==> config.mk <==
export PLATFORM = sky130hd
export DESIGN_NAME = decode_stage_flat
export DESIGN_NICKNAME = d
export VERILOG_FILES = /design/src/rtl/cpu_pkg.sv /design/src/rtl/decode_stage_if.sv /design/src/rtl/decode_skid.sv /design/src/rtl/decode_stage.sv /design/src/flat_wrapper.sv
export SDC_FILE = /design/constraint.sdc
export NUM_CORES = 1
export LEC_CHECK = 0
export CAP_MARGIN = 5
export CORE_MARGIN = 10
export CORE_UTILIZATION = 41
export CTS_BUF_LIST = sky130_fd_sc_hd__clkbuf_4 sky130_fd_sc_hd__clkbuf_8 sky130_fd_sc_hd__clkbuf_16
export CTS_CLUSTER_SIZE = 12
export DETAILED_ROUTE_END_ITERATION = 12
export DONT_BUFFER_PORTS = 1
export GPL_TIMING_DRIVEN = 1
export REMOVE_ABC_BUFFERS = 1
export SLEW_MARGIN = 20
export SYNTH_ARGS = -nofsm -noshare
export SYNTH_HDL_FRONTEND = slang
export SYNTH_SLANG_ARGS = --single-unit
==> constraint.sdc <==
create_clock -name clk_i -period 2.9 [get_ports clk_i]
set_clock_uncertainty 0.05 [all_clocks]
set_input_delay 0.58 -clock clk_i [delete_from_list [all_inputs] [get_ports clk_i]]
set_output_delay 0.58 -clock clk_i [all_outputs]
set_load 0.02 [all_outputs]
==> src/rtl/cpu_pkg.sv <==
// Shared constants, state encoding and decoded-instruction record for the
// decode stage of the 16-bit CPU.
package cpu_pkg;

    localparam logic [3:0] OP_JMP   = 4'hE;
    localparam logic [3:0] OP_ILL   = 4'hD;
    localparam logic [3:0] MODE_IMM = 4'hF;

    typedef enum logic [1:0] {
        IDLE,
        WAIT_IMM,
        EMIT,
        REDIR
    } decode_state_t;

    typedef struct packed {
        logic [15:0] addr;
        logic [3:0]  opcode;
        logic [3:0]  dst;
        logic [3:0]  src;
        logic [3:0]  mode;
        logic        imm_valid;
        logic [15:0] imm;
    } dec_inst_t;

    // A word whose mode selects an immediate, or any JMP, is followed by its immediate.
    function automatic logic is_two_word(input logic [15:0] inst);
        return (inst[3:0] == MODE_IMM) || (inst[15:12] == OP_JMP);
    endfunction

    function automatic dec_inst_t split_word(input logic [15:0] addr, input logic [15:0] inst);
        dec_inst_t d;
        d.addr      = addr;
        d.opcode    = inst[15:12];
        d.dst       = inst[11:8];
        d.src       = inst[7:4];
        d.mode      = inst[3:0];
        d.imm_valid = 1'b0;
        d.imm       = 16'h0000;
        return d;
    endfunction

endpackage

==> src/rtl/decode_stage_if.sv <==
// Fetch<->decode and decode<->execute signal bundles. Signal names are seen
// from the decode stage, so _i/_o read as decode inputs/outputs.
interface decode_fe_if;
    logic        fe_valid_i;
    logic        fe_ready_o;
    logic [15:0] fe_addr_i;
    logic [15:0] fe_inst_i;
    logic        fe_pc_valid_o;
    logic [15:0] fe_pc_o;

    modport master (
        output fe_valid_i, fe_addr_i, fe_inst_i,
        input  fe_ready_o, fe_pc_valid_o, fe_pc_o
    );
    modport slave (
        input  fe_valid_i, fe_addr_i, fe_inst_i,
        output fe_ready_o, fe_pc_valid_o, fe_pc_o
    );
endinterface

interface decode_ex_if;
    logic        ex_valid_o;
    logic        ex_ready_i;
    logic [15:0] ex_addr_o;
    logic [3:0]  ex_opcode_o;
    logic [3:0]  ex_dst_o;
    logic [3:0]  ex_src_o;
    logic [3:0]  ex_mode_o;
    logic        ex_imm_valid_o;
    logic [15:0] ex_imm_o;
    logic        ex_pc_valid_i;
    logic [15:0] ex_pc_i;

    modport master (
        output ex_valid_o, ex_addr_o, ex_opcode_o, ex_dst_o, ex_src_o, ex_mode_o,
               ex_imm_valid_o, ex_imm_o,
        input  ex_ready_i, ex_pc_valid_i, ex_pc_i
    );
    modport slave (
        input  ex_valid_o, ex_addr_o, ex_opcode_o, ex_dst_o, ex_src_o, ex_mode_o,
               ex_imm_valid_o, ex_imm_o,
        output ex_ready_i, ex_pc_valid_i, ex_pc_i
    );
endinterface

==> src/rtl/decode_skid.sv <==
// One-entry skid buffer: passes data straight through when empty and parks one
// beat when the consumer stalls. in_ready_o comes straight from a flop.
module decode_skid #(
    parameter int unsigned W = 32
) (
    input  logic         clk_i,
    input  logic         rstn_i,
    input  logic         flush_i,
    input  logic         in_valid_i,
    output logic         in_ready_o,
    input  logic [W-1:0] in_data_i,
    output logic         out_valid_o,
    input  logic         out_ready_i,
    output logic [W-1:0] out_data_o
);
    logic         full_q, full_d;
    logic [W-1:0] data_q, data_d;

    assign in_ready_o  = ~full_q;
    assign out_valid_o = full_q | in_valid_i;
    assign out_data_o  = full_q ? data_q : in_data_i;

    always_comb begin
        full_d = full_q;
        data_d = data_q;
        if (flush_i) begin
            full_d = 1'b0;
        end else if (!full_q) begin
            if (in_valid_i && !out_ready_i) begin
                full_d = 1'b1;
                data_d = in_data_i;
            end
        end else if (out_ready_i) begin
            full_d = 1'b0;
        end
    end

    always_ff @(posedge clk_i or negedge rstn_i) begin
        if (!rstn_i) begin
            full_q <= 1'b0;
            data_q <= '0;
        end else begin
            full_q <= full_d;
            data_q <= data_d;
        end
    end

endmodule

==> src/rtl/decode_stage.sv <==
// Decode stage: assembles one/two-word instructions, resolves JMP locally and
// issues fetch redirects. Build with DECODE_TRAP_EN to trap opcode 4'hD.
module decode_stage
    import cpu_pkg::*;
#(
    parameter logic [15:0] G_RESET_PC = 16'h0000,
    parameter logic [15:0] G_TRAP_PC  = 16'h0010
) (
    input  logic        clk_i,
    input  logic        rstn_i,
    decode_fe_if.slave  fe,
    decode_ex_if.master ex
);
    decode_state_t state_q, state_d;
    dec_inst_t     part_q, part_d, out_q, out_d, word, load_inst;
    logic          out_valid_q, out_valid_d;
    logic          pc_valid_q, pc_valid_d;
    logic [15:0]   pc_q, pc_d;
    logic          drop_q;
    logic          skid_in_valid, sk_valid, sk_ready;
    logic [31:0]   sk_data;
    logic          is_ill, out_free, load, redir, flush;
    logic [15:0]   redir_tgt;

    // Words handshaked during an execute redirect or the cycle after any flush are discarded.
    assign skid_in_valid = fe.fe_valid_i & ~(ex.ex_pc_valid_i | drop_q);

    decode_skid #(.W(32)) u_skid (
        .clk_i       (clk_i),
        .rstn_i      (rstn_i),
        .flush_i     (flush),
        .in_valid_i  (skid_in_valid),
        .in_ready_o  (fe.fe_ready_o),
        .in_data_i   ({fe.fe_addr_i, fe.fe_inst_i}),
        .out_valid_o (sk_valid),
        .out_ready_i (sk_ready),
        .out_data_o  (sk_data)
    );

    assign word     = split_word(sk_data[31:16], sk_data[15:0]);
    assign out_free = ~out_valid_q | ex.ex_ready_i;

`ifdef DECODE_TRAP_EN
    assign is_ill = (word.opcode == OP_ILL);
`else
    assign is_ill = 1'b0;
`endif

    // Next state; a word goes straight to the output register when the slot is free,
    // EMIT only holds it while execute is still busy.
    always_comb begin
        state_d   = state_q;
        part_d    = part_q;
        sk_ready  = 1'b0;
        load      = 1'b0;
        load_inst = part_q;
        redir     = 1'b0;
        redir_tgt = G_TRAP_PC;
        case (state_q)
            IDLE: begin
                sk_ready = 1'b1;
                if (sk_valid) begin
                    if (is_ill) begin
                        redir     = 1'b1;
                        redir_tgt = G_TRAP_PC;
                        state_d   = REDIR;
                    end else if (is_two_word(sk_data[15:0])) begin
                        part_d  = word;
                        state_d = WAIT_IMM;
                    end else if (out_free) begin
                        load      = 1'b1;
                        load_inst = word;
                    end else begin
                        part_d  = word;
                        state_d = EMIT;
                    end
                end
            end
            WAIT_IMM: begin
                sk_ready = 1'b1;
                if (sk_valid) begin
                    load_inst.imm_valid = 1'b1;
                    load_inst.imm       = sk_data[15:0];
                    if (part_q.opcode == OP_JMP) begin
                        redir     = 1'b1;
                        redir_tgt = sk_data[15:0];
                        state_d   = REDIR;
                    end else if (out_free) begin
                        load    = 1'b1;
                        state_d = IDLE;
                    end else begin
                        part_d  = load_inst;
                        state_d = EMIT;
                    end
                end
            end
            EMIT: begin
                if (out_free) begin
                    load    = 1'b1;
                    state_d = IDLE;
                end
            end
            REDIR: begin
                sk_ready = 1'b1;
                state_d  = IDLE;
            end
            default: state_d = IDLE;
        endcase
        // Execute redirect wins over anything decode resolved this cycle.
        if (ex.ex_pc_valid_i) begin
            state_d = IDLE;
            load    = 1'b0;
        end
        if (flush) begin
            part_d = '0;
        end
    end

    assign flush = ex.ex_pc_valid_i | redir;

    always_comb begin
        out_valid_d = out_valid_q & ~ex.ex_ready_i;
        out_d       = out_q;
        if (load) begin
            out_valid_d = 1'b1;
            out_d       = load_inst;
        end
        if (flush) begin
            out_valid_d = 1'b0;
        end
        pc_valid_d = flush;
        pc_d       = pc_q;
        if (ex.ex_pc_valid_i) begin
            pc_d = ex.ex_pc_i;
        end else if (redir) begin
            pc_d = redir_tgt;
        end
    end

    always_ff @(posedge clk_i or negedge rstn_i) begin
        if (!rstn_i) begin
            state_q     <= IDLE;
            part_q      <= '0;
            out_q       <= '0;
            out_valid_q <= 1'b0;
            pc_valid_q  <= 1'b1;
            pc_q        <= G_RESET_PC;
            drop_q      <= 1'b0;
        end else begin
            state_q     <= state_d;
            part_q      <= part_d;
            out_q       <= out_d;
            out_valid_q <= out_valid_d;
            pc_valid_q  <= pc_valid_d;
            pc_q        <= pc_d;
            drop_q      <= flush;
        end
    end

    assign fe.fe_pc_valid_o  = pc_valid_q;
    assign fe.fe_pc_o        = pc_q;
    assign ex.ex_valid_o     = out_valid_q;
    assign ex.ex_addr_o      = out_q.addr;
    assign ex.ex_opcode_o    = out_q.opcode;
    assign ex.ex_dst_o       = out_q.dst;
    assign ex.ex_src_o       = out_q.src;
    assign ex.ex_mode_o      = out_q.mode;
    assign ex.ex_imm_valid_o = out_q.imm_valid;
    assign ex.ex_imm_o       = out_q.imm;

endmodule

==> src/flat_wrapper.sv <==
// flat-port wrapper written by rule: the top's interface ports become plain ports
module decode_stage_flat import cpu_pkg::*;
#(
    parameter logic [15:0] G_RESET_PC = 16'h0000,
    parameter logic [15:0] G_TRAP_PC  = 16'h0010
)
  (clk_i, rstn_i, fe_fe_valid_i, fe_fe_addr_i, fe_fe_inst_i, fe_fe_ready_o, fe_fe_pc_valid_o, fe_fe_pc_o, ex_ex_valid_o, ex_ex_addr_o, ex_ex_opcode_o, ex_ex_dst_o, ex_ex_src_o, ex_ex_mode_o, ex_ex_imm_valid_o, ex_ex_imm_o, ex_ex_ready_i, ex_ex_pc_valid_i, ex_ex_pc_i);
  decode_fe_if fe_i ();
  decode_ex_if ex_i ();
  input  logic clk_i;
  input  logic rstn_i;
  input wire logic [$bits(fe_i.fe_valid_i)-1:0] fe_fe_valid_i;
  input wire logic [$bits(fe_i.fe_addr_i)-1:0] fe_fe_addr_i;
  input wire logic [$bits(fe_i.fe_inst_i)-1:0] fe_fe_inst_i;
  output wire logic [$bits(fe_i.fe_ready_o)-1:0] fe_fe_ready_o;
  output wire logic [$bits(fe_i.fe_pc_valid_o)-1:0] fe_fe_pc_valid_o;
  output wire logic [$bits(fe_i.fe_pc_o)-1:0] fe_fe_pc_o;
  output wire logic [$bits(ex_i.ex_valid_o)-1:0] ex_ex_valid_o;
  output wire logic [$bits(ex_i.ex_addr_o)-1:0] ex_ex_addr_o;
  output wire logic [$bits(ex_i.ex_opcode_o)-1:0] ex_ex_opcode_o;
  output wire logic [$bits(ex_i.ex_dst_o)-1:0] ex_ex_dst_o;
  output wire logic [$bits(ex_i.ex_src_o)-1:0] ex_ex_src_o;
  output wire logic [$bits(ex_i.ex_mode_o)-1:0] ex_ex_mode_o;
  output wire logic [$bits(ex_i.ex_imm_valid_o)-1:0] ex_ex_imm_valid_o;
  output wire logic [$bits(ex_i.ex_imm_o)-1:0] ex_ex_imm_o;
  input wire logic [$bits(ex_i.ex_ready_i)-1:0] ex_ex_ready_i;
  input wire logic [$bits(ex_i.ex_pc_valid_i)-1:0] ex_ex_pc_valid_i;
  input wire logic [$bits(ex_i.ex_pc_i)-1:0] ex_ex_pc_i;
  assign fe_i.fe_valid_i = fe_fe_valid_i;
  assign fe_i.fe_addr_i = fe_fe_addr_i;
  assign fe_i.fe_inst_i = fe_fe_inst_i;
  assign fe_fe_ready_o = fe_i.fe_ready_o;
  assign fe_fe_pc_valid_o = fe_i.fe_pc_valid_o;
  assign fe_fe_pc_o = fe_i.fe_pc_o;
  assign ex_ex_valid_o = ex_i.ex_valid_o;
  assign ex_ex_addr_o = ex_i.ex_addr_o;
  assign ex_ex_opcode_o = ex_i.ex_opcode_o;
  assign ex_ex_dst_o = ex_i.ex_dst_o;
  assign ex_ex_src_o = ex_i.ex_src_o;
  assign ex_ex_mode_o = ex_i.ex_mode_o;
  assign ex_ex_imm_valid_o = ex_i.ex_imm_valid_o;
  assign ex_ex_imm_o = ex_i.ex_imm_o;
  assign ex_i.ex_ready_i = ex_ex_ready_i;
  assign ex_i.ex_pc_valid_i = ex_ex_pc_valid_i;
  assign ex_i.ex_pc_i = ex_ex_pc_i;
  decode_stage #(.G_RESET_PC(G_RESET_PC), .G_TRAP_PC(G_TRAP_PC)) u_core (.clk_i(clk_i), .rstn_i(rstn_i), .fe(fe_i), .ex(ex_i));
endmodule
# Word level (Yosys, flattened, before mapping)
# Cells that the tools add are included.
[classes]
reduce_logical = 13
muxes = 46
n_eq_ne = 17
bitwise = 11
[ops]
columns = ["op", "count"]
rows = [
  ["$mux 49", 9],
  ["$pmux 49 s2", 1],
  ["$mux 16", 5],
  ["$mux 32", 2],
  ["$mux 17", 2],
  ["$pmux 17 s2", 1],
  ["$mux 1", 16],
  ["$mux 2", 8],
  ["$eq 4x4->1 const B", 3],
  ["$ne 3x2->1 const B", 4],
  ["$ne 4x4->1 const B", 2],
  ["$pmux 2 s4", 1],
  ["$reduce_and 4->1", 2],
  ["$ne 3x1->1 const B", 2],
  ["$ne 3x3->1 const B", 2],
  ["$reduce_and 6->1", 1],
  ["$reduce_bool 2->1", 3],
  ["$not 1->1", 5],
  ["$eq 2x2->1 const B", 2],
  ["$or 1x1->1", 4],
  ["$pmux 1 s3", 1],
  ["$reduce_and 3->1", 1],
  ["$reduce_bool 3->1", 1],
  ["$reduce_or 3->1", 1],
  ["7 further kinds", 8],
]
[word_totals]
regBits = 152
word_cells = 108
output_inout_bits = 68
in_bits = 53

# Logic depth before layout (Yosys ltp)
# Gate-level depths: netlist of run 1.
[logic_depth]
depth_word = 9
mapped_depth = 9
mapped_depth_nobuf = 6

# Hierarchy
# From an unflattened synthesis of run 1, not the netlist that was laid out.
[unflattened]
cells_unflattened = 691
hier_area_um2 = 7554.7
[modules_own_cells]
columns = ["mod", "instances", "area_each_um2", "cells_each"]
rows = [
  ["decode_stage", 1, 5906.9, 583],
  ["decode_skid", 1, 1647.8, 108],
]

# Worst setup path after synthesis of run 1
# Ideal clock, no wire load.
[synth_timing]
path_kind = "input to register"
from = "input port ex_ex_pc_valid_i"
to = "register u_core.out_q (netlist bit u_core.ex.ex_addr_o[0])"
cell_stages = 7
t_arrival_ns = 2.175
required_time_ns = 2.725
slack_ns = 0.550
cell_sequence = "nor3b_2 -> nor2_2 -> or4_1 -> o22a_1 -> buf_2 -> buf_6 -> mux2_4"
[synth_between]
elab_chain_len = 7
[synth_lines]
columns = ["item", "line", "rtl"]
rows = [
  ["start, declared", "flat_wrapper.sv:27", "input wire logic [$bits(ex_i.ex_pc_valid_i)-1:0] ex_ex_pc_valid_i;"],
  ["$or 1x1->1", "decode_stage.sv:26", "assign skid_in_valid = fe.fe_valid_i & ~(ex.ex_pc_valid_i | drop_q);"],
  ["$not 1->1", "decode_stage.sv:26", ""],
  ["$and 1x1->1", "decode_stage.sv:26", ""],
  ["$or 1x1->1", "decode_skid.sv:20", "assign out_valid_o = full_q | in_valid_i;"],
  ["$mux 1 (on tied branches)", "decode_stage.sv:81, decode_stage.sv:62", ""],
  ["$pmux 1 s3", "decode_stage.sv:59", "case (state_q)"],
  ["$mux 1", "decode_stage.sv:110", "if (ex.ex_pc_valid_i) begin"],
  ["end signal, assigned", "decode_stage.sv:152", "out_q <= out_d;"],
  ["end, declared", "decode_stage.sv:15", "dec_inst_t part_q, part_d, out_q, out_d, word, load_inst;"],
]
# Parallel ways exist; a longest one is shown, timed or not.
# A chain may end at the register's enable or synchronous reset.

# Final worst setup path of run 1
[layout_timing]
from = "register u_core.u_skid.full_q"
to = "register u_core.u_skid.data_q[23]"
[layout_lines]
columns = ["item", "line", "rtl"]
rows = [
  ["start, declared", "decode_skid.sv:16", "logic full_q, full_d;"],
  ["start signal, assigned", "decode_skid.sv:43", "full_q <= full_d;"],
  ["$not 1->1 (no source line)", "-", ""],
  ["named net fe_fe_ready_o", "flat_wrapper.sv:15", "output wire logic [$bits(fe_i.fe_ready_o)-1:0] fe_fe_ready_o;"],
  ["$reduce_and 3->1 (no source line)", "-", ""],
  ["end signal, assigned", "decode_skid.sv:44", "data_q <= data_d;"],
  ["end, declared", "decode_skid.sv:17", "logic [W-1:0] data_q, data_d;"],
]
# The timed path passes the listed nets, and every way through them passes these cells.

==> results of run 1 <==
-- per-layer routing --
metal | vias to the layer above | GRT usage (%) | wire length [um]
met1 | 2284 | 19.1 | 7090
li1 | 2161 | - | -
met4 | 2 | 4.66 | 246
met2 | 137 | 24.7 | 8070
met5 | - | 0 | 13
met3 | 18 | 8.37 | 1850
-- stage by stage --
stage	setup TNS [ns]	cells	utilization, %	setup WS (ns)
5_1_grt	0	838	48.0	0.186
6_report	0	838	48.0	0.362
3_5_place_dp	0	806	43.9	0.206
3_3_place_gp	0	806	43.9	0.276
4_1_cts	0	838	48.0	0.301
2_1_floorplan	-76.20	571	-	-1.27
-- cells by family (layout without fill, tap and decap cells) --
logic type | count (synthesis) | after routing | synth area share (%)
AOI/OAI and AO/OA | 151 | 151 | 15.0
buffers and inverters | 53 | 61 | 3.32
DFF | 152 | 152 | 56.5
muxes | 85 | 85 | 13.9
and+or+nand+nor | 173 | 173 | 11.4
-- registers in the layout, summed over array words and instances, names as in the netlist --
name,cells
u_core.ex.ex_imm_valid_o,1
u_core.ex.ex_addr_o,16
u_core.ex.ex_mode_o,4
u_core.ex.ex_src_o,4
u_core.drop_q,1
u_core.state_q,2
u_core.u_skid.data_q,32
u_core.u_skid.full_q,1
u_core.fe.fe_pc_valid_o,1
u_core.ex.ex_dst_o,4
u_core.part_q,49
u_core.ex.ex_imm_o,16
u_core.ex.ex_valid_o,1
u_core.fe.fe_pc_o,16
u_core.ex.ex_opcode_o,4
-- power by group through the flow --
| stage | clock [mW] | combinational [mW] | sequential (mW) |
|---|---|---|---|
| finish | 2.39 | 0.235 | 2.39 |
| global route | 2.54 | 0.267 | 2.41 |
| CTS | 2.44 | 0.239 | 2.40 |
| detailed placement | 0 | 0.238 | 2.44 |
| global placement | 0 | 0.229 | 2.43 |
| floorplan | 0 | 0.174 | 2.40 |
-- worst max path at each step --
stage                                     from                  endpoint  cells past startpoint
after global routing      u_core.u_skid.full_q  u_core.u_skid.data_q[23]                      5
after floorplan           u_core.u_skid.full_q   u_core.ex.ex_addr_o[15]                      5
after CTS                 u_core.u_skid.full_q  u_core.u_skid.data_q[23]                      5
after global placement        ex_ex_pc_valid_i     u_core.ex.ex_dst_o[1]                      6
after detailed placement      ex_ex_pc_valid_i     u_core.ex.ex_imm_o[6]                      6
final                     u_core.u_skid.full_q  u_core.u_skid.data_q[23]                      5
-- critical path: stages (launching register included) --
cell and delay, ns:
dfrtp_2 0.60, buf_4 0.30, inv_1 0.23, nand4_1 0.52, buf_4 0.41, mux2_2 0.30
-- final cells by class --
| type | count | area, um2 |
|---|---|---|
| fillers | 1496 | 8320 |
| flip-flops and latches | 152 | 3810 |
| multi-input cells | 409 | 2750 |
| clock buffers | 24 | 509 |
| well taps | 216 | 270 |
| repair buffers | 19 | 168 |
| clock inverters | 8 | 140 |
| inverters | 10 | 37.5 |
-- cells in the final DEF, fill, tap and decap left out, types with 5 or more instances in the layout --
cell type,count
o31ai_1,33
mux2_2,42
nor2_1,34
a21oi_1,18
dfrtp_1,150
o21ai_0,58
clkbuf_16,17
nand4_1,5
mux2_4,6
buf_4,17
o2bb2ai_1,23
clkbuf_8,5
nand2_1,96
inv_1,10
nor2b_1,5
and2_1,16
mux2i_1,37
a32o_1,9
==> results.md, run 1 <==
* Outcome: complete, but fails checks
* Failing checks: negative hold slack
* Reg2Reg Setup Slack at 0.36 ns
* Yosys Warn Count at 0
* First-pass GRT wire length at 27,500 um
* Switching share of power at 22.6%
* DR vias/cell at 5.49
* Effective utilization at floorplan at 42.1%
* Share of post-route cells with drive strength above 1 at 17.8%
* Peak VDD IR at 0.428 mV
* Fin crit period at 2.54 ns
* Tcrit/Tclk final at 87.5%
* Power density over cell area at 654 nW/um2
* Drt total wl at 17,300 um
* Antenna Cells at 0
* Worst skew pair latency at 0.42 ns
* Top cells by count, synth: dfrtp_1, nand2_1, o21ai_0
* Most frequent cell after synthesis: dfrtp_1
* Post-CTS setup buffers at 0
* Slew at the pin closest to its max-slew limit at 0.937 ns
* Initial antenna violation count at 1
* Post-Syn Area at 6740 um2
* Number of global-route vias before repair at 4,756
* Drt pass-1 iters at 4
* Hold WC Path Type: input port to async pin
* FF-to-FF Start: u_core.u_skid.full_q
* DRC at 0
* R2R depth at 5
* IO Count at 121
* Fraction of power consumed by the clock network at 47.6%
* CP arrival at 2.80 ns
* Total grt overflow at 0
* Sinks on the clock net at 152
* Data required time of the worst path at 3.16 ns
* Number of enable flip-flop cells after synthesis at 0
* Slew headroom at 37.5%
* TritonCTS clock tree: built
* Pint at 3.88 mW
* Yosys top cell by area: dfrtp_1
* Primary FF master, synth: dfrtp_1
* Area contributors post-synth: dfrtp_1, mux2_2, mux2i_1
* Placeable Area at 16,000 um2
* Max Cap Violations at 0
* Psw at 1.14 mW
* Largest net degree at the start of global routing at 153
* Clock H-tree levels at 4
* Antenna-violating nets left at 0
* Setup violators final at 0
* WL/cell at 20.6 um
* # port buffers at 0
* Cells after synthesis at 614
* Synth cell types at 41
* Die H at 148 um
* Slew Viols, Final at 0
* Sequential fraction of the synthesis area at 56.5%
* All-layer global routing usage at 16.0%
* CP endpoint kind: flop
* Num CTS Buffers at 17
* Routability Congestion at 0.775
* Critical path type: flop to flop
* Reg power frac at 47.7%
* Post-layout net count at 662
* Fin area at 7680 um2
* Cells resized by post-CTS repair at 0
* Total power draw at 5.02 mW
* Worst-path clk slew at 0.06 ns
* Die area at 22,000 um2
* Synth top area share at 56.1%
* Largest fanout on the critical path at 19
* Hold WS at -0.196 ns
* RSZ-0062 raised after global routing: no
* Fmax at 394 MHz
* Rows at 46
* FFs w/ async S/R, synth at 100%
* P_leak at 3.35 nW
* Vias at 4,602
* Area post-placement at 7030 um2
* DR iter-0 viols at 329
* Reg-to-Reg End: u_core.u_skid.data_q[23]
* Die X at 148 um
* DP HPWL at 11,400 um
* Clk buf depth at 2
* Synthesis-to-layout area growth at 14.0%
* Element type at the critical path start: flop
* Fin. Hold Viols at 151
* Logic pwr share at 4.7%
* Root Driver: clkbuf_16
* Yosys reg bits at 152
* Syn Area/Cell at 11.0 um2
Power figures use the tool's default switching activity.
==> inputs of run 2 (changes only) <==
CORE_MARGIN = 3   (was 10)
==> run 2 against run 1 <==
The flow still finishes with violations (negative hold slack). Sequential share of layout area about the same. Sequential power about the same. Cell area about the same. Critical endpoint is now u_core.ex.ex_imm_o[8]. Combinational power about the same. Critical path depth increased by 1. Register-to-register slack got worse by 0.06 ns. Power decreased by 0.44%. Die area decreased by 18%.
==> results.md, run 2 (synthesis results as in run 1) <==
* Post-layout net count at 663 (was 662)
* CP endpoint kind: flop (unchanged)
* DP HPWL at 10,400 um (was 11,400 um)
* Die area at 18,000 um2 (was 22,000 um2)
* Most frequent cells in the layout: dfrtp_1, nand2_1, o21ai_0 (unchanged)
* Biggest register: u_core.part_q (unchanged)
* Inst Count DP at 807 (was 806)
* TritonCTS clock tree: built (unchanged)
* Max Cap Violations at 0 (unchanged)
* Post-CTS setup buffers at 0 (unchanged)
* CP arrival at 2.85 ns (was 2.80 ns)
* Synthesis-to-layout area growth at 13.9% (was 14.0%)
* RSZ-0062 raised after global routing: no (unchanged)
* CP max-delay cell: dfrtp_1 (was dfrtp_2)
* Share of post-route cells with drive strength above 1 at 17.8% (unchanged)
* Worst skew pair latency at 0.41 ns (was 0.42 ns)
* Element type at the critical path start: flop (unchanged)
* Reg2Reg Setup Slack at 0.30 ns (was 0.36 ns)
* WL/cell at 19.2 um (was 20.6 um)
* DR vias/cell at 5.38 (was 5.49)
* Commonest non-fill, non-tap cell in the layout: dfrtp_1 (unchanged)
* Worst-path clk slew at 0.06 ns (about the same)
* Initial antenna violation count at 0 (was 1)
* Fin crit period at 2.60 ns (was 2.54 ns)
* Ordered cell list for the critical path: nor2b_1, and4_4, or4_1, o22a_4, buf_4, o31ai_1 (was buf_4, inv_1, nand4_1, buf_4, mux2_2)
* Largest net degree at the start of global routing at 153 (unchanged)
* Setup violators final at 0 (unchanged)
* Fmax at 385 MHz (was 394 MHz)
* Sinks on the clock net at 152 (unchanged)
* Fin area at 7680 um2 (about the same)
* Failing checks: negative hold slack (unchanged)
* Routability Congestion at 0.791 (was 0.775)
* Die H at 134 um (was 148 um)
* Effective utilization at floorplan at 42.1% (unchanged)
* Critical path type: flop to flop (unchanged)
* Hold WS at -0.195 ns (was -0.196 ns)
* Drt total wl at 16,100 um (was 17,300 um)
* Num CTS Buffers at 17 (unchanged)
* Fin. Hold Viols at 152 (was 151)
* Placeable Area at 16,000 um2 (unchanged)
* Peak VDD IR at 0.403 mV (was 0.428 mV)
* All-layer global routing usage at 18.4% (was 16.0%)
* Number of global-route vias before repair at 4,791 (was 4,756)
* DR iter-0 viols at 307 (was 329)
* Power density over cell area at 651 nW/um2 (was 654 nW/um2)
* Data required time of the worst path at 3.16 ns (about the same)
* Setup TNS Final at 0 ns (unchanged)
* Crit-path max cell delay at 0.56 ns (was 0.60 ns)
* Area post-placement at 7040 um2 (was 7030 um2)
* Outcome: complete, but fails checks (unchanged)
* Antenna-violating nets left at 0 (unchanged)
* Tcrit/Tclk final at 89.5% (was 87.5%)
* Cells resized by post-CTS repair at 0 (unchanged)
* Slew at the pin closest to its max-slew limit at 0.914 ns (was 0.937 ns)
* Worst setup margin at 0.304 ns (was 0.362 ns)
* Hold WC Path Type: input port to async pin (unchanged)
* Biggest regs: u_core.part_q: 49 flops, u_core.u_skid.data_q: 32 flops (unchanged)
* Total grt overflow at 0 (unchanged)
* Total power draw at 5.00 mW (was 5.02 mW)
* # port buffers at 0 (unchanged)
* Final std cells w/o fill at 838 (unchanged)
* Largest fanout on the critical path at 39 (was 19)
* IO Count at 121 (unchanged)
* Slew Viols, Final at 0 (unchanged)
* Worst slack, placed at 0.212 ns (was 0.206 ns)
* Slew headroom at 39.1% (was 37.5%)
* Root Driver: clkbuf_16 (unchanged)
* Clk buf depth at 2 (unchanged)
* DRC at 0 (unchanged)
* Vias at 4,508 (was 4,602)
* Largest register FFs at 49 (unchanged)
* First-pass GRT wire length at 25,800 um (was 27,500 um)
* Fin util at 48.0% (about the same)
* P_leak at 3.34 nW (was 3.35 nW)
* Clock H-tree levels at 4 (unchanged)
* Die X at 134 um (was 148 um)
* Rows at 46 (unchanged)
* Antenna Cells at 0 (unchanged)
* Drt pass-1 iters at 4 (unchanged)
## run 2: per-layer routing
| metal | global-route usage (%) | wire length (um) | part of all wire, % |
|---|---|---|---|
| met1 | 23.0 | 6970 | 43 |
| met2 | 28.5 | 7420 | 46 |
| met3 | 8.51 | 1440 | 9.0 |
| met4 | 5.60 | 227 | 1.4 |
| met5 | 0 | 0 | 0 |
## run 2: critical path: cells and delay by family (launching register included)
family | cells | cell delay (ns)
buffers and inverters | 1 | 0.29
and+or+nand+nor | 3 | 0.87
DFF | 1 | 0.56
AOI/OAI and AO/OA | 2 | 0.70
## run 2: power by group
group | switching (mW) | leakage (nW) | internal, mW
clock | 0.830 | 0.316 | 1.54
combinational | 0.133 | 0.957 | 0.103
sequential | 0.175 | 2.07 | 2.21
total | 1.14 | 3.34 | 3.86
## run 2: cell type report
cell class,instances,area [um2]
inverter,10,37.5
clock inverter,8,143
timing repair buffer,20,175
clock buffer,23,495
fill,1521,8320
tap,216,270
sequential,152,3810
multi-input combinational,409,2750
## run 2: worst paths after layout
kind	cells past startpoint	from	endpoint
max	6	u_core.state_q[1]	u_core.ex.ex_imm_o[8]
min	0	rstn_i	u_core.ex.ex_dst_o[0]
max reg2reg	6	u_core.state_q[1]	u_core.ex.ex_imm_o[8]
min reg2reg	2	u_core.part_q[0]	u_core.part_q[0]
max in group asynchronous	0	rstn_i	u_core.fe.fe_pc_valid_o
min in group clk_i	1	ex_ex_pc_valid_i	u_core.u_skid.full_q
==> inputs of run 3 (changes only) <==
ABC_AREA = 1   (was not set)
CELL_PAD_IN_SITES_DETAIL_PLACEMENT = 1   (was not set)
CELL_PAD_IN_SITES_GLOBAL_PLACEMENT = 1   (was not set)
PLACE_DENSITY_LB_ADDON = 0.1   (was not set)
==> run 3 against run 2 <==
The run still ends with negative hold slack left. First-iteration DRC count shrank 3.9%. Critical path depth grew 5. Register-to-register slack lost 0.11 ns. Sequential share of layout area shrank 3.3 points. Largest cell class unchanged. Critical path type unchanged.
==> results.md, run 3 <==
* Total power draw at 5.96 mW (was 5.00 mW)
* Die H at 141 um (was 134 um)
* Fin crit period at 2.70 ns (was 2.60 ns)
* Most frequent cell after synthesis: nand2_1 (was dfrtp_1)
* Placeable Area at 17,500 um2 (was 16,000 um2)
* Cells after synthesis at 971 (was 614)
* Yosys top cell by area: dfrtp_1 (unchanged)
* Post-Syn Area at 7430 um2 (was 6740 um2)
* Register area at 3810 um2 (unchanged)
* FFs w/ async S/R, synth at 100% (unchanged)
* Synthesis-to-layout area growth at 10.6% (was 13.9%)
* Largest register FFs at 49 (unchanged)
* Sinks on the clock net at 152 (unchanged)
* Initial antenna violation count at 0 (unchanged)
* Area contributors post-synth: dfrtp_1, nand2_1, nand3_1 (was dfrtp_1, mux2_2, mux2i_1)
* CP arrival at 2.96 ns (was 2.85 ns)
* Slew at the pin closest to its max-slew limit at 0.630 ns (was 0.914 ns)
* Element type at the critical path start: flop (unchanged)
* Max Cap Violations at 0 (unchanged)
* DR iter-0 viols at 295 (was 307)
* Antenna Cells at 0 (unchanged)
* Largest net degree at the start of global routing at 153 (unchanged)
* Hold WC Path Type: input port to async pin (unchanged)
* Worst setup startpoint: u_core.state_q[0] (was u_core.state_q[1])
* Outcome: complete, but fails checks (unchanged)
* DR vias/cell at 5.39 (was 5.38)
* Slew Viols, Final at 0 (unchanged)
* Root Driver: clkbuf_16 (unchanged)
* Die X at 141 um (was 134 um)
* All-layer global routing usage at 23.1% (was 18.4%)
* Inst Count DP at 1,153 (was 807)
* DP HPWL at 14,800 um (was 10,400 um)
* Fin. Hold Viols at 151 (was 152)
* Worst-path clk slew at 0.06 ns (about the same)
* Effective utilization at floorplan at 42.4% (was 42.1%)
* Data required time of the worst path at 3.16 ns (about the same)
* Biggest register: u_core.part_q (unchanged)
* Drt total wl at 22,300 um (was 16,100 um)
* Biggest regs: u_core.part_q: 49 flops, u_core.u_skid.data_q: 32 flops (unchanged)
* CP endpoint kind: flop (unchanged)
* Fmax at 370 MHz (was 385 MHz)
* Final std cells w/o fill at 1,186 (was 838)
* Setup TNS Final at 0 ns (unchanged)
* Clock H-tree levels at 4 (unchanged)
* Rows at 48 (was 46)
* Yosys Warn Count at 0 (unchanged)
* Post-layout net count at 1,001 (was 663)
* Synth cell types at 33 (was 41)
* WL/cell at 18.8 um (was 19.2 um)
* Tcrit/Tclk final at 93.1% (was 89.5%)
* # port buffers at 0 (unchanged)
* Failing checks: negative hold slack (unchanged)
* Fill cells at 2,213 (was 1,521)
* DRC at 0 (unchanged)
* First-pass GRT wire length at 36,200 um (was 25,800 um)
* Largest fanout on the critical path at 18 (was 39)
* Worst skew pair latency at 0.42 ns (was 0.41 ns)
* Cells resized by post-CTS repair at 0 (unchanged)
* Syn Area/Cell at 7.65 um2 (was 11.0 um2)
* Top cells by count, synth: nand2_1, dfrtp_1, nand3_1 (was dfrtp_1, nand2_1, o21ai_0)
* Vias at 6,392 (was 4,508)
* FF-to-FF Start: u_core.state_q[0] (was u_core.state_q[1])
* Commonest non-fill, non-tap cell in the layout: nand2_1 (was dfrtp_1)
* Yosys reg bits at 152 (unchanged)
* Total grt overflow at 0 (unchanged)
* Slew headroom at 57.7% (was 39.1%)
* Antenna-violating nets left at 0 (unchanged)
* Sequential fraction of the synthesis area at 51.2% (was 56.5%)
* Clk buf depth at 2 (unchanged)
* P_leak at 4.28 nW (was 3.34 nW)
* Area of the multi-input gates at 3110 um2 (was 2750 um2)
* TritonCTS clock tree: built (unchanged)
* Die area at 19,800 um2 (was 18,000 um2)
* Primary FF master, synth: dfrtp_1 (unchanged)
* Synth top area share at 50.9% (was 56.1%)
* Share of post-route cells with drive strength above 1 at 9.68% (was 17.8%)
* Critical path type: flop to flop (unchanged)
* Number of global-route vias before repair at 6,773 (was 4,791)
* Power density over cell area at 726 nW/um2 (was 651 nW/um2)
* Peak VDD IR at 0.431 mV (was 0.403 mV)
* Num CTS Buffers at 17 (unchanged)
* RSZ-0062 raised after global routing: no (unchanged)
* Drt pass-1 iters at 4 (unchanged)
* Routability Congestion at 0.837 (was 0.791)
* Hold WS at -0.202 ns (was -0.195 ns)
* Number of enable flip-flop cells after synthesis at 0 (unchanged)
* Most frequent cells in the layout: nand2_1, dfrtp_1, nand3_1 (was dfrtp_1, nand2_1, o21ai_0)
* IO Count at 121 (unchanged)
* Setup violators final at 0 (unchanged)
==> run 3: cell count changes in the layout (fill, tap and decap cells not counted), moves of 10 or more <==
cell	before	now
and2_1	16	0
inv_1	10	54
a21oi_1	18	30
o31ai_1	33	1
nor3_1	3	15
mux2_2	42	9
mux2i_1	37	0
o21ai_0	58	69
o2bb2ai_1	23	0
nand2_1	96	377
nor2_1	34	44
nand3_1	1	105
==> run 3: critical path, cell delays in order (launching register included) <==
cell and delay, ns:
dfrtp_1 0.43, inv_2 0.08, nor2_4 0.21, inv_2 0.19, nor2_1 0.24, nand2_2 0.19, nand2_2 0.11, inv_2 0.14
nand2_2 0.36, nand2_2 0.35, nand2_1 0.16, nand2_1 0.06
==> run 3: cell type report <==
type	instances	share of cell area, %
inverter	62	2.83
sequential	152	46.3
tap	225	3.43
timing repair buffer	20	2.13
multi-input combinational	695	37.8
clock buffer	24	5.97
clock inverter	8	1.49
==> run 3: logic make-up (layout without fill, tap and decap cells) <==
group           Yosys count  in the layout  share of synthesized area (%)
simple gates            572            572                           32.2
compound gates          114            114                           8.15
buf+inv                 124            114                           7.11
flops                   152            152                           51.2
mux                       9              9                           1.36
==> run 3: final timing paths <==
path                                           end  slack [ns]  cells past startpoint
max reg2reg                      u_core.part_q[15]        0.20                     11
min                          u_core.ex.ex_src_o[1]       -0.20                      0
min in group clk_i            u_core.u_skid.full_q        0.20                      1
max                              u_core.part_q[15]        0.20                     11
max in group asynchronous  u_core.fe.fe_pc_valid_o        2.70                      0
min reg2reg                      u_core.part_q[10]        0.43                      2
==> run 3: power by group <==
| group | leakage (nW) | internal (mW) | total, mW | switching, mW |
|---|---|---|---|---|
| Clock | 0.310 | 1.45 | 2.33 | 0.880 |
| Combinational | 1.98 | 0.257 | 0.748 | 0.490 |
| Sequential | 1.99 | 2.47 | 2.89 | 0.417 |
| Total | 4.28 | 4.18 | 5.96 | 1.79 |
==> run 3: metrics by stage <==
step / cell area, um2 / hold WS, ns / setup slack (ns) / utilization [%]
2_1_floorplan: 7130 / 0.234 / -0.606 / -
3_3_place_gp: 7600 / 0.240 / 0.174 / 43.3
3_5_place_dp: 7600 / 0.239 / 0.124 / 43.3
4_1_cts: 8210 / -0.216 / 0.0951 / 46.8
5_1_grt: 8220 / -0.222 / 0.00494 / 46.9
6_report: 8220 / -0.202 / 0.199 / 46.9
==> run 3: what timing repair did <==
action,4_1_cts,5_1_grt
setup buffers,0,1
setup endpoints to repair,0,16
endpoints found under the hold margin,152,152
==> run 3: per-layer routing <==
layer | vias up | global-route usage (%) | share of wire (%)
met5 | - | 0 | 0
met4 | 0 | 6.43 | 1.4
met3 | 22 | 5.53 | 5.0
met2 | 115 | 40.0 | 50
met1 | 3205 | 29.0 | 44
li1 | 3050 | - | -
==> patch 1, RTL diff (settings of run 1) <==
Re-encode `decode_state_t` (4 states) as Gray code, 2 bits wide.
--- a/src/rtl/cpu_pkg.sv
+++ b/src/rtl/cpu_pkg.sv
@@ -8,8 +8,8 @@
 
     typedef enum logic [1:0] {
-        IDLE,
-        WAIT_IMM,
-        EMIT,
-        REDIR
+        IDLE     = 2'b00,
+        WAIT_IMM = 2'b01,
+        EMIT     = 2'b11,
+        REDIR    = 2'b10
     } decode_state_t;
 
Check against the original RTL: same outputs for any inputs over 4 cycles, from zero or initial values and one cycle with rstn_i low; so few cycles prove little.
==> patch 1 against run 1 <==
- the flow still finishes with violations (hold timing)
- critical path depth is 1 higher
- worst setup slack better by 0.029 ns
- synthesized cell count is 0.33% higher
- power is 2.8% higher
- via count is 2.8% higher
- non-clock buffer count is 1 higher
- core utilization is 1.1 points lower
- clock power is 2% lower
- sequential cell count stayed put
- area after synthesis is 6.2% higher
- routed wire length is 6.0% higher
- design area is 4.9% higher
- fmax is 1.2% higher
- worst hold slack better by 0.0013 ns
==> patch 1: results (changes against run 1) <==
[run_status]
status = complete, but fails checks
failed_checks = hold timing

[logic_synthesis]
netlist_top_cells_count = dfrtp_1 (151), mux2_2 (110), nor2_1 (48)
synth.lib_cells_used.distinct = 41  ; unchanged
synth.yosys.seq_area_share_pct = 53.16  ; -3.3 points
synth.top_cells.by_area = dfrtp_1 (53%), mux2_2 (17%), mux2i_1 (6.4%), nor2_1 (2.5%), a211oi_1 (2.4%)

[global_route]
global_route.usage.total_pct = 15.74  ; -0.30 points
grt_first_pass_wirelength_um = 29040  ; +5.7%
grt_pass1_vias = 5004  ; +5.2%
grt_antenna_before_repair = 0  ; -1

[place]
io_buffer_count = 0  ; unchanged
gp_congestion = 0.7787  ; +0.50%
place_hpwl_um = 12110  ; +5.8%
placement_stage_cell_area_mm2 = 0.007415  ; +5.5%

[route]
number_of_vias_after_detailed_routing = 4733  ; +2.8%
drt-initial-drc-count = 239  ; -27%
routedWlPerCell_um = 21.62  ; +4.9%

[power]
internal_power_uw = 3928  ; +1.1%
cellLeakagePower_uw = 0.003616  ; +8.0%
vdd.ir_drop.worst_uv = 377.4  ; -12%

[setup_path]
worstReg2RegEnd = u_core.part_q[27]$_DFFE_PN0P_
critPathMaxFanout = 27  ; +8
r2r_setup_slack_ns = 0.39  ; +0.03 ns
cp_slowest_cell = a21o_1
reg2reg_depth = 6  ; +1
worst_path_largest_cell_delay_ns = 0.88  ; +0.28 ns
cp_data_arrival_time_ns = 2.75  ; -0.05 ns
path_delay_family = compound AO/OA/AOI/OAI gates

[final_layout]
final_nets = 663  ; +0.15%
layout-drive-gt1-share_pct = 28.14  ; +10 points

[timing]
setup_total_negative_slack_ns = 0  ; unchanged
hold_violation_count_in_the_final_report = 151  ; unchanged
timing.hold.ws_ns = -0.1945  ; +0.001259 ns
tightestPinTransition_ns = 1.115  ; +0.1784 ns

[floorplan]
design.die.area_mm2 = 0.02314  ; +5.4%

patch 1: how the worst max path moves through the flow:
stage | end | startpoint | slack, ns
2_1_floorplan | u_core.ex.ex_dst_o[2]$_DFFE_PN0P_ | u_core.u_skid.full_q$_DFF_PN0_ | -2.30
3_3_place_gp | u_core.ex.ex_mode_o[1]$_DFFE_PN0P_ | ex_ex_pc_valid_i | 0.32
3_5_place_dp | u_core.ex.ex_dst_o[3]$_DFFE_PN0P_ | ex_ex_pc_valid_i | 0.28
4_1_cts | u_core.part_q[27]$_DFFE_PN0P_ | u_core.u_skid.full_q$_DFF_PN0_ | 0.41
5_1_grt | u_core.part_q[27]$_DFFE_PN0P_ | u_core.u_skid.full_q$_DFF_PN0_ | 0.28
6_report | u_core.part_q[27]$_DFFE_PN0P_ | u_core.u_skid.full_q$_DFF_PN0_ | 0.39
patch 1: layout make-up:
cell class              count  area [um2]
fillers                  1612        9119
flip-flops and latches    152        3806
multi-input cells         400        3100
clock buffers              23       483.0
well taps                 225       281.5
repair buffers             20       170.2
clock inverters             8       145.1
inverters                  19       71.32
patch 1: power by group through the flow:
| stage | clock (uW) | sequential [uW] | combinational, uW |
|---|---|---|---|
| floorplan | 0 | 2500 | 239 |
| global placement | 0 | 2560 | 293 |
| detailed placement | 0 | 2560 | 301 |
| CTS | 2400 | 2520 | 305 |
| global route | 2500 | 2530 | 338 |
| finish | 2350 | 2510 | 301 |
patch 1: metal layers:
layer  track usage, %  vias to the layer above  share of wire, %
li1                 -                     2195                 -
met1            18.44                     2405                40
met2            25.52                      115                50
met3            6.040                       18               8.7
met4            6.098                        0               1.1
met5                0                        -                 0
patch 1: cells by family (layout without fill, tap and decap cells):
| kind of cell | Yosys count | after routing | share of synthesized area, % |
|---|---|---|---|
| flip-flops | 152 | 152 | 53.16 |
| multiplexers | 157 | 157 | 23.95 |
| AND/OR/NAND/NOR | 127 | 127 | 8.320 |
| AO/OA/AOI/OAI | 116 | 116 | 10.73 |
| buffers and inverters | 64 | 70 | 3.845 |
patch 1: stage by stage:
stage / cells / total power (uW) / worst slack, ns
6_report: 847 / 5163 / 0.3915
5_1_grt: 847 / 5371 / 0.2770
4_1_cts: 846 / 5226 / 0.4052
3_5_place_dp: 815 / 2860 / 0.2832
3_3_place_gp: 815 / 2848 / 0.3186
2_1_floorplan: 571 / 2736 / -2.303
==> patch 2, RTL diff (settings of run 1) <==
Without the edit above. Add a define of `DECODE_TRAP_EN`.
--- a/src/rtl/decode_stage.sv
+++ b/src/rtl/decode_stage.sv
@@ -1,4 +1,6 @@
 // Decode stage: assembles one/two-word instructions, resolves JMP locally and
 // issues fetch redirects. Build with DECODE_TRAP_EN to trap opcode 4'hD.
+`define DECODE_TRAP_EN
+
 module decode_stage
     import cpu_pkg::*;
Check against the original RTL: not equivalent (a bounded check fails within 4 cycles, from zero or initial values and one cycle with rstn_i low).
==> patch 2 against run 1 <==
- the flow still finishes with violations (hold timing)
- non-clock buffer count grew 6
- routed wire length grew 19%
- worst setup slack gained 0.0048 ns
- area after synthesis grew 12%
- power shrank 2.5%
- count of clock-buffer cells in the layout shrank 3
- design area grew 10%
- core utilization shrank 1.1 points
- sequential cell count is the same
- critical path type unchanged
- largest power group unchanged
==> patch 2: results (changes against run 1) <==
[final_layout]
final_nets = 683  ; +3.2%

[logic_synthesis]
netlist_top_cells_count = dfrtp_1 (151), mux2_2 (115), o21ai_0 (36)
synth.lib_cells_used.distinct = 50  ; +22%
compound_gate_fraction_of_synth_area_pct = 16.23  ; +1.3 points
synth.yosys.seq_area_share_pct = 50.35  ; -6.1 points
synth.top_cells.by_area = dfrtp_1 (50%), mux2_2 (17%), mux2i_1 (4.1%), o2bb2ai_1 (3.7%), a21boi_1 (3.1%)

[setup_path]
cp_slowest_cell = dfrtp_1
regToRegStartpoint = u_core.ex.ex_valid_o$_DFF_PN0_
reg2reg_depth = 6  ; +1
cp_data_arrival_time_ns = 2.79  ; about the same

[global_route]
global_route.usage.met2_pct = 27.03  ; +2.3 points
global_route.usage.total_pct = 16.74  ; +0.70 points
gr-usage-met1_pct = 19.75  ; +0.61 points
grt_first_pass_wirelength_um = 31690  ; +15%
grt_antenna_before_repair = 0  ; -1

[run_status]
failed_checks = hold timing
status = complete, but fails checks

[place]
place_hpwl_um = 13650  ; +19%
dp_slack_ns = 0.3515  ; +0.1456 ns

[route]
post_drt_via_cell_ratio = 5.993  ; +9.1%
detail_route.wirelength_um = 20520  ; +19%
drt-initial-drc-count = 560  ; +70%
number_of_detailed_routing_iterations_run_before_antenna_repair = 5  ; +1

[timing]
tightestPinTransition_ns = 0.8639  ; -0.07311 ns
hold_violation_count_in_the_final_report = 151  ; unchanged
fmax_mhz = 394.8  ; +0.19%
timing.hold.ws_ns = -0.1976  ; -0.001855 ns

[power]
power_per_cell_area_mw_per_mm2 = 578.5  ; -11%
vdd.ir_drop.worst_uv = 402.6  ; -5.9%

==> patch 2: cell types whose count changed after synthesis, sizes merged, moves of 16 or more <==
cell,change
or3,+16
o31ai,-34
o21ai,-22
mux2,+67
nand2,-76
and2,-16
a21boi,+33
==> patch 2: per-stage QoR <==
step / setup TNS (ns) / hold WS [ns] / instances
final: 0 / -0.1976 / 872
after global routing: 0 / -0.2138 / 872
after CTS: 0 / -0.2150 / 872
after detailed placement: 0 / 0.2392 / 840
after global placement: 0 / 0.2408 / 840
after floorplan: -104.56 / 0.2344 / 586
==> patch 2: final cells by class <==
type,count,area (um2)
Clock buffer,21,467.9
Fill cell,1654,9565
Multi-Input combinational cell,410,3448
Inverter,24,90.09
Tap cell,229,286.5
Sequential cell,152,3806
Timing Repair Buffer,25,237.7
Clock inverter,11,122.6
==> patch 2: layer usage <==
| layer | share of wire [%] | wire [um] |
|---|---|---|
| met5 | 0 | 0 |
| met4 | 2.1 | 435 |
| met3 | 8.3 | 1699 |
| met2 | 49 | 10050 |
| met1 | 41 | 8330 |
